===== config.mk =====
export PLATFORM = sky130hd
export DESIGN_NAME = color_order_dispatcher_flat
export DESIGN_NICKNAME = d
export VERILOG_FILES = /design/src/rtl/color_order_dispatcher_if.sv /design/src/rtl/color_order_dispatcher.sv /design/src/flat_wrapper.sv
export SDC_FILE = /design/constraint.sdc
export NUM_CORES = 1
export LEC_CHECK = 0
export ABC_AREA = 1
export CAP_MARGIN = 10
export CORE_UTILIZATION = 40
export DETAILED_ROUTE_END_ITERATION = 8
export GPL_TIMING_DRIVEN = 0
export SLEW_MARGIN = 0
export SYNTH_ARGS = -nofsm -noshare
export SYNTH_HDL_FRONTEND = slang
export SYNTH_SLANG_ARGS = --single-unit

===== constraint.sdc =====
create_clock -name clk -period 3.2 [get_ports clk]
set_input_delay 0.32 -clock clk [delete_from_list [all_inputs] [get_ports clk]]
set_output_delay 0.32 -clock clk [all_outputs]
set_load 0.02 [all_outputs]

===== src/rtl/color_order_dispatcher_if.sv =====
// ---------------------------------------------------------------------------
// color_order_dispatcher_if : order intake / box-stage bundle for the
//                             colour order dispatcher
// Rev 1.0 - initial release
// ---------------------------------------------------------------------------
`default_nettype none

interface color_order_dispatcher_if #(
  parameter int DEPTH = 4
) ();
  localparam int CW = $clog2(DEPTH) + 1;

  logic          order_valid;
  logic [3:0]    order_id;
  logic          order_ready;
  logic [3:0]    color_id;
  logic          dispense_start;
  logic          busy;
  logic [CW-1:0] queue_count;
  logic          order_err;

  modport master (
    output order_valid, order_id,
    input  order_ready, color_id, dispense_start, busy, queue_count, order_err
  );

  modport slave (
    input  order_valid, order_id,
    output order_ready, color_id, dispense_start, busy, queue_count, order_err
  );
endinterface

`default_nettype wire


===== src/rtl/color_order_dispatcher.sv =====
// ---------------------------------------------------------------------------
// color_order_dispatcher : buffers colour orders in a FIFO and presents them
//                          one at a time for a dispense window plus gap
// Rev 1.0 - initial release
// ---------------------------------------------------------------------------
`default_nettype none

module color_order_dispatcher #(
  parameter int          DEPTH           = 4,
  parameter int unsigned DISPENSE_CYCLES = 100_000_000,
  parameter int unsigned GAP_CYCLES      = 10_000_000,
  parameter int          ID_MAX          = 11
) (
  input  wire                      clk,
  input  wire                      rst,
  color_order_dispatcher_if.slave  bus
);

  localparam int PW = $clog2(DEPTH);
  localparam int CW = PW + 1;

  localparam logic [3:0]    ID_MAX_L  = 4'(ID_MAX);
  localparam logic [CW-1:0] DEPTH_L   = CW'(DEPTH);
  localparam logic [31:0]   DISP_LAST = 32'(DISPENSE_CYCLES - 1);
  localparam logic [31:0]   GAP_LAST  = 32'(GAP_CYCLES - 1);

  typedef enum logic [1:0] {
    S_IDLE = 2'd0,
    S_DISP = 2'd1,
    S_GAP  = 2'd2
  } state_t;

  state_t        state_q, state_d;
  logic [31:0]   timer_q, timer_d;
  logic [PW-1:0] wr_ptr_q, wr_ptr_d;
  logic [PW-1:0] rd_ptr_q, rd_ptr_d;
  logic [CW-1:0] count_q, count_d;
  logic [3:0]    color_q, color_d;
  logic          start_q, start_d;
  logic          busy_q, busy_d;
  logic          err_q, err_d;
  logic [3:0]    mem_q [DEPTH];

  logic          ready;
  logic          push;
  logic          pop;

  // Readiness comes from the registered count only, so a same-edge pop
  // never opens a slot for a push into a full FIFO.
  assign ready = (count_q < DEPTH_L);

  always_comb begin
    state_d  = state_q;
    timer_d  = timer_q;
    rd_ptr_d = rd_ptr_q;
    wr_ptr_d = wr_ptr_q;
    color_d  = color_q;
    start_d  = 1'b0;
    busy_d   = busy_q;
    pop      = 1'b0;

    push  = bus.order_valid && ready && (bus.order_id <= ID_MAX_L);
    err_d = bus.order_valid && !push;
    if (push) wr_ptr_d = wr_ptr_q + PW'(1);

    case (state_q)
      S_IDLE: begin
        color_d = 4'd0;
        busy_d  = 1'b0;
        if (count_q != '0) begin
          pop      = 1'b1;
          rd_ptr_d = rd_ptr_q + PW'(1);
          color_d  = mem_q[rd_ptr_q];
          start_d  = 1'b1;
          busy_d   = 1'b1;
          timer_d  = 32'd0;
          state_d  = S_DISP;
        end
      end
      S_DISP: begin
        if (timer_q == DISP_LAST) begin
          state_d = S_GAP;
          color_d = 4'd0;
          timer_d = 32'd0;
        end else begin
          timer_d = timer_q + 32'd1;
        end
      end
      S_GAP: begin
        color_d = 4'd0;
        busy_d  = 1'b1;
        if (timer_q == GAP_LAST) begin
          state_d = S_IDLE;
          busy_d  = 1'b0;
          timer_d = 32'd0;
        end else begin
          timer_d = timer_q + 32'd1;
        end
      end
      default: begin
        state_d = S_IDLE;
        color_d = 4'd0;
        busy_d  = 1'b0;
        timer_d = 32'd0;
      end
    endcase

    count_d = count_q + CW'(push) - CW'(pop);
  end

  always_ff @(posedge clk or posedge rst) begin
    if (rst) begin
      state_q  <= S_IDLE;
      timer_q  <= 32'd0;
      wr_ptr_q <= '0;
      rd_ptr_q <= '0;
      count_q  <= '0;
      color_q  <= 4'd0;
      start_q  <= 1'b0;
      busy_q   <= 1'b0;
      err_q    <= 1'b0;
    end else begin
      state_q  <= state_d;
      timer_q  <= timer_d;
      wr_ptr_q <= wr_ptr_d;
      rd_ptr_q <= rd_ptr_d;
      count_q  <= count_d;
      color_q  <= color_d;
      start_q  <= start_d;
      busy_q   <= busy_d;
      err_q    <= err_d;
    end
  end

  // Storage needs no reset; the pointers and count define what is valid.
  always_ff @(posedge clk) begin
    if (push) mem_q[wr_ptr_q] <= bus.order_id;
  end

  assign bus.order_ready    = ready;
  assign bus.color_id       = color_q;
  assign bus.dispense_start = start_q;
  assign bus.busy           = busy_q;
  assign bus.queue_count    = count_q;
  assign bus.order_err      = err_q;

endmodule

`default_nettype wire


===== src/flat_wrapper.sv =====
// flat-port wrapper written by rule: the top's interface ports become plain ports
module color_order_dispatcher_flat 
#(
  parameter int          DEPTH           = 4,
  parameter int unsigned DISPENSE_CYCLES = 100_000_000,
  parameter int unsigned GAP_CYCLES      = 10_000_000,
  parameter int          ID_MAX          = 11
)
  (clk, rst, bus_order_valid, bus_order_id, bus_order_ready, bus_color_id, bus_dispense_start, bus_busy, bus_queue_count, bus_order_err);
  color_order_dispatcher_if #(.DEPTH(DEPTH)) bus_i ();
  input  wire clk;
  input  wire rst;
  input wire logic [$bits(bus_i.order_valid)-1:0] bus_order_valid;
  input wire logic [$bits(bus_i.order_id)-1:0] bus_order_id;
  output wire logic [$bits(bus_i.order_ready)-1:0] bus_order_ready;
  output wire logic [$bits(bus_i.color_id)-1:0] bus_color_id;
  output wire logic [$bits(bus_i.dispense_start)-1:0] bus_dispense_start;
  output wire logic [$bits(bus_i.busy)-1:0] bus_busy;
  output wire logic [$bits(bus_i.queue_count)-1:0] bus_queue_count;
  output wire logic [$bits(bus_i.order_err)-1:0] bus_order_err;
  assign bus_i.order_valid = bus_order_valid;
  assign bus_i.order_id = bus_order_id;
  assign bus_order_ready = bus_i.order_ready;
  assign bus_color_id = bus_i.color_id;
  assign bus_dispense_start = bus_i.dispense_start;
  assign bus_busy = bus_i.busy;
  assign bus_queue_count = bus_i.queue_count;
  assign bus_order_err = bus_i.order_err;
  color_order_dispatcher #(.DEPTH(DEPTH), .DISPENSE_CYCLES(DISPENSE_CYCLES), .GAP_CYCLES(GAP_CYCLES), .ID_MAX(ID_MAX)) u_core (.clk(clk), .rst(rst), .bus(bus_i));
endmodule

# ---- After elaboration in Yosys (flattened, before gate mapping)
# Memories as Yosys holds them, arrays and structs flattened.
# Index checks and enable logic that the tools add are counted.
dict set report op_classes {
  add_sub_neg 5
  magnitude_cmp 2
  n_eq_ne 7
  n_mux 17
  reduce_logical 8
}
# cell count
set op_table {}
lappend op_table {{32-bit 2-to-1 mux} 3}
lappend op_table {{32-bit one-hot mux with 3 select lines} 1}
lappend op_table {{32-bit by 1-bit adder with 32-bit output (second input constant)} 1}
lappend op_table {{32-bit by 24-bit equality test with 1-bit output (second input constant)} 1}
lappend op_table {{32-bit by 27-bit equality test with 1-bit output (second input constant)} 1}
lappend op_table {{4-bit 2-to-1 mux} 2}
lappend op_table {{4-bit one-hot mux with 2 select lines} 1}
lappend op_table {{2-bit 2-to-1 mux} 3}
lappend op_table {{2-bit by 1-bit inequality test with 1-bit output (second input constant)} 3}
lappend op_table {{2-bit one-hot mux with 3 select lines} 1}
lappend op_table {{1-bit 2-to-1 mux} 5}
lappend op_table {{2-bit by 1-bit adder with 2-bit output (second input constant)} 2}
lappend op_table {{4-bit less-or-equal comparator (second input constant)} 1}
lappend op_table {{3-bit by 1-bit adder with 3-bit output} 1}
lappend op_table {{1-bit logical AND} 3}
lappend op_table {{3-bit < comparator (second input constant)} 1}
lappend op_table {{1-bit one-hot mux with 3 select lines} 1}
lappend op_table {{3-bit AND reduction} 1}
lappend op_table {{3-bit nonzero test} 1}
lappend op_table {{3-bit by 1-bit subtractor with 3-bit output} 1}
lappend op_table {{2-bit by 1-bit equality test with 1-bit output (second input constant)} 1}
lappend op_table {{2-bit equality test (second input constant)} 1}
lappend op_table {{2-bit zero test} 1}
lappend op_table {{2-bit AND reduction} 1}
lappend op_table {{1-bit zero test} 1}
dict set report totals {
  reg_bits 48
  ramBits 16
  in_bits 7
  out_inout_bits 11
  memories 1
}
# name words width rd rd_ports_with_merged_regs write_ports line_no
set mem_list {}
lappend mem_list {u_core.mem_q 4 4 1 0 1 color_order_dispatcher.sv:42} ;# logic [3:0] mem_q [DEPTH];

# ---- Logic depth before layout (Yosys ltp)
dict set report depth {
  word_depth 5
  depth_mapped 11
}

# ---- Worst setup path before layout
# Ideal clock, no wire load.
dict set report synth_timing {
  path_type {reg-to-reg}
  from {reg u_core.count_q[1] (netlist: u_core.bus.queue_count[1])}
  to {reg u_core.count_q[2] (netlist: u_core.bus.queue_count[2])}
  setup_time_ns 0.130
  arrival_time_ns 2.240
  t_required_ns 3.070
  setup_slack_ns 0.830
  stages_incl_launch_ff 12
  path_buffers 0
  path_cell_list {dfrtp_1 > nor2_1 > nand2_1 > inv_1 > nor2_1 > ha_1 > inv_1 > ha_1 > inv_1 > fa_1 > xnor2_1 > xor2_1}
}
dict set report synth_via {
  elab_cells_between_ends 8
}
# element line_no
set synth_rtl {}
lappend synth_rtl {{start, declared} color_order_dispatcher.sv:37} ;# logic [CW-1:0] count_q, count_d;
lappend synth_rtl {{start signal, assigned} color_order_dispatcher.sv:127} ;# count_q <= count_d;
lappend synth_rtl {{3-bit nonzero test} color_order_dispatcher.sv:70} ;# if (count_q != '0) begin
lappend synth_rtl {{1-bit 2-to-1 mux} color_order_dispatcher.sv:70}
lappend synth_rtl {{1-bit 2-to-1 mux} color_order_dispatcher.sv:66} ;# case (state_q)
lappend synth_rtl {{named net u_core.pop} color_order_dispatcher.sv:46} ;# logic pop;
lappend synth_rtl {{3-bit by 1-bit subtractor with 3-bit output} color_order_dispatcher.sv:108} ;# count_d = count_q + CW'(push) - CW'(pop);
lappend synth_rtl {{named net u_core.count_d[2]} color_order_dispatcher.sv:37}
# The timed path passes the listed nets, and every way through them passes these cells.
# A chain may end at the register's enable or synchronous reset.

# ---- Worst setup path in the final report
dict set report layout_timing {
  from {reg u_core.state_q[0]}
  to {reg u_core.count_q[2] (netlist: u_core.bus.queue_count[2])}
}
dict set report layout_via {
  elab_chain_len 3
}
# element line_no
set layout_lines {}
lappend layout_lines {{start, declared} color_order_dispatcher.sv:33} ;# state_t state_q, state_d;
lappend layout_lines {{start signal, assigned} color_order_dispatcher.sv:123} ;# state_q <= state_d;
lappend layout_lines {{2-bit zero test} color_order_dispatcher.sv:66}
lappend layout_lines {{1-bit 2-to-1 mux} color_order_dispatcher.sv:66}
lappend layout_lines {{named net u_core.pop} color_order_dispatcher.sv:46}
lappend layout_lines {{3-bit by 1-bit subtractor with 3-bit output} color_order_dispatcher.sv:108}
lappend layout_lines {{named net u_core.count_d[2]} color_order_dispatcher.sv:37}
# The timed path passes the listed nets, and every way through them passes these cells.

==> impl_metrics.toml <==
[detailed_routing]
vias = 3218
drt_iter0_markers = 210
via_per_inst = 4.92
drt_first_pass_iters = 8
ant_nets = 0
wl_per_cell_um = 13.3
drc = 0
drt-total-wl_um = 8680

[layout]
final_cells = 654
n_antenna_cell = 0
drive_above_1_share_pct = 9.52
nNetsFinal = 538
fin_area_um2 = 4350
synthToLayoutAreaGrowth_pct = 14.5

[timing]
setup_violations = 0
post-route-min-period_ps = 2590
slew_viol_final = 0
finalSetupTns_ps = 0
layout_setup_ws_ps = 610
skew_ps = 12.9
fin_crit_sh_pct = 80.9
slew_headroom_pct = 56.6
timing.fmax_ghz = 0.386
final-hold-violation-count = 0
rsz0062_at_grt = "false"
worst-slew-pin-transition_ps = 649

[logic_synthesis]
synthTopCellsByArea = "dfrtp_1, nand2_1, edfxtp_1"
synth_top_area_share_pct = 31.6
synth_edf_count = 16
syn_avg_cell_area_um2 = 7.74
yosys.area.top_type = "dfrtp_1"
synth-seq-cells = 64
syn_nets = 509
ys_types = 35
ys_warn_count = 0
synth_common_cells = "nand2_1, nor2_1, inv_1"
dominantRegCellSynth = "dfrtp_1"
ys_async_sr_fraction_pct = 75.0
syn_area_um2 = 3800
synth.most_common_cell = "nand2_1"
syn_inst = 491
ys_seq_area_share_pct = 44.2

[min_path]
hp-class = "input pin to async pin"

[clock_network]
cts_buffers = 9
cts_hold_buf = 0
root_buffer = "clkbuf_8"
cts_tree = "done"
cts_setup_buffers = 0
clock_path_buffers = 2
htreeDepth = 3
clkTransAtPathRegs_ps = 80
ctsResizeCount = 0
insertion_delay_ps = 360
cts.sinks = 64

[global_route]
grt_pass1_vias = 3201
grt_overflow = 0
grt_max_degree = 28
antenna_found_initial = 0
grt_usage_pct = 19.6
grt_pass1_wl_um = 15000

[critical_path]
r2r_end = "u_core.bus.queue_count[2]"
criticalPathCategory = "flop to flop"
crit_arrival_ps = 2880
r2r_setup_slack_ps = 610
crit_path_end_kind = "flop"
critPathMaxFanout = 9
required_ps = 3490
r2r_start = "u_core.state_q[0]"
cp-start-kind = "flop"
rr_worst_depth = 11

[die]
die_area_um2 = 9900
die_h_um = 99.5
core_um2 = 9240
start_util_pct = 41.1
io-pin-count = 18
rows = 35
fp.dieW_um = 99.5

[power]
p_switching_w = 0.000564
leakage_nw = 1.81
finalPower_w = 0.00194
seqPwrFrac_pct = 47.9
power.internal_w = 0.00138
clockPowerShare_pct = 38.0
vdd_drop_max_v = 0.000360
power_density_nw_per_um2 = 446
swShare_pct = 29.0
power_frac_comb_pct = 14.1

[place]
dpl.hpwl_um = 6600
gp_congestion = 0.919
post-place-cells = 638
port_buffers = 17
post-place-ws_ps = 575
placed_area_um2 = 4150

[outcome]
status = "complete, no violations"

[run]
drv_cap = 0
==> sequential cells by signal (all words and copies together), names as in the netlist <==
name,cells
u_core.bus.busy,1
u_core.rd_ptr_q,2
u_core.timer_q,32
u_core.mem_q,16
u_core.bus.color_id,4
u_core.state_q,2
u_core.bus.queue_count,3
u_core.bus.dispense_start,1
u_core.wr_ptr_q,2
u_core.bus.order_err,1
==> layer usage <==
layer	wire, µm	up-vias	share of wire (%)	track usage (%)
li1	-	1626	-	-
met1	3790	1486	44	24.2
met2	4190	84	48	33.1
met3	490	22	5.6	4.78
met4	207	0	2.4	7.81
met5	0	-	0	0
==> layout make-up <==
| cell class | instances | area [µm²] |
|---|---|---|
| Fill cell | 925 | 4890 |
| Clock buffer | 9 | 124 |
| Inverter | 63 | 236 |
| Tap cell | 129 | 161 |
| Timing Repair Buffer | 18 | 190 |
| Multi-Input combinational cell | 357 | 1840 |
| Sequential cell | 64 | 1680 |
| Clock inverter | 7 | 77.6 |
| Buffer | 7 | 46.3 |
==> worst max-delay path, cell delays in order, from the launching register on <==
cell,delay [ps]
dfrtp_1,410
inv_1,90
ha_1,150
inv_1,70
nor2_1,520
ha_1,350
inv_1,60
ha_1,130
inv_1,50
fa_1,370
xnor2_1,190
xor2_1,160
==> cell families (layout without fill, tap and decap cells) <==
family	count (synthesis)	in the layout	synth area share (%)
buffers and inverters	70	104	7.44
AND/OR/NAND/NOR	277	277	32.4
XOR/XNOR	18	18	4.15
AO/OA/AOI/OAI	51	51	8.00
flip-flops	64	64	44.2
adder cells (fa/ha/maj)	11	11	3.82
==> stage by stage <==
stage / utilization (%) / hold WS (ps)
6_report: 47.1 / 301
5_1_grt: 47.1 / 360
4_1_cts: 47.1 / 315
3_5_place_dp: 44.9 / 506
3_3_place_gp: 44.7 / 493
2_1_floorplan: - / 419
==> power groups by stage <==
| stage | Clock (W) | Combinational [W] | Sequential (W) |
|---|---|---|---|
| 6_report | 0.000739 | 0.000273 | 0.000931 |
| 2_1_floorplan | 0 | 0.000150 | 0.000968 |
| 4_1_cts | 0.000752 | 0.000279 | 0.000933 |
| 3_5_place_dp | 0 | 0.000279 | 0.000948 |
| 5_1_grt | 0.000781 | 0.000316 | 0.000938 |
| 3_3_place_gp | 0 | 0.000266 | 0.000948 |
==> cells in the final DEF, fill, tap and decap left out, drive strengths merged, types with 4 or more instances in the layout <==
| cell | n |
|---|---|
| clkdlybuf4s50 | 17 |
| o21ai | 26 |
| nand2 | 144 |
| ha | 10 |
| nand3 | 40 |
| buf | 4 |
| inv | 65 |
| xor2 | 15 |
| edfxtp | 16 |
| clkbuf | 13 |
| nor2 | 73 |
| a21oi | 18 |
| o22ai | 5 |
| nand4 | 6 |
| nor3 | 10 |
| dfrtp | 48 |
==> worst max-delay path by stage <==
stage / startpoint / endpoint / slack (ps) / cells past startpoint
floorplan: u_core.bus.queue_count[1] / u_core.bus.queue_count[2] / 830 / 11
global placement: u_core.state_q[0] / u_core.bus.queue_count[2] / 610 / 11
detailed placement: u_core.state_q[0] / u_core.bus.queue_count[2] / 580 / 11
CTS: u_core.state_q[1] / u_core.bus.queue_count[2] / 520 / 11
global route: u_core.state_q[0] / u_core.bus.queue_count[2] / 370 / 11
finish: u_core.state_q[0] / u_core.bus.queue_count[2] / 610 / 11
Power figures use the tool's default switching activity.
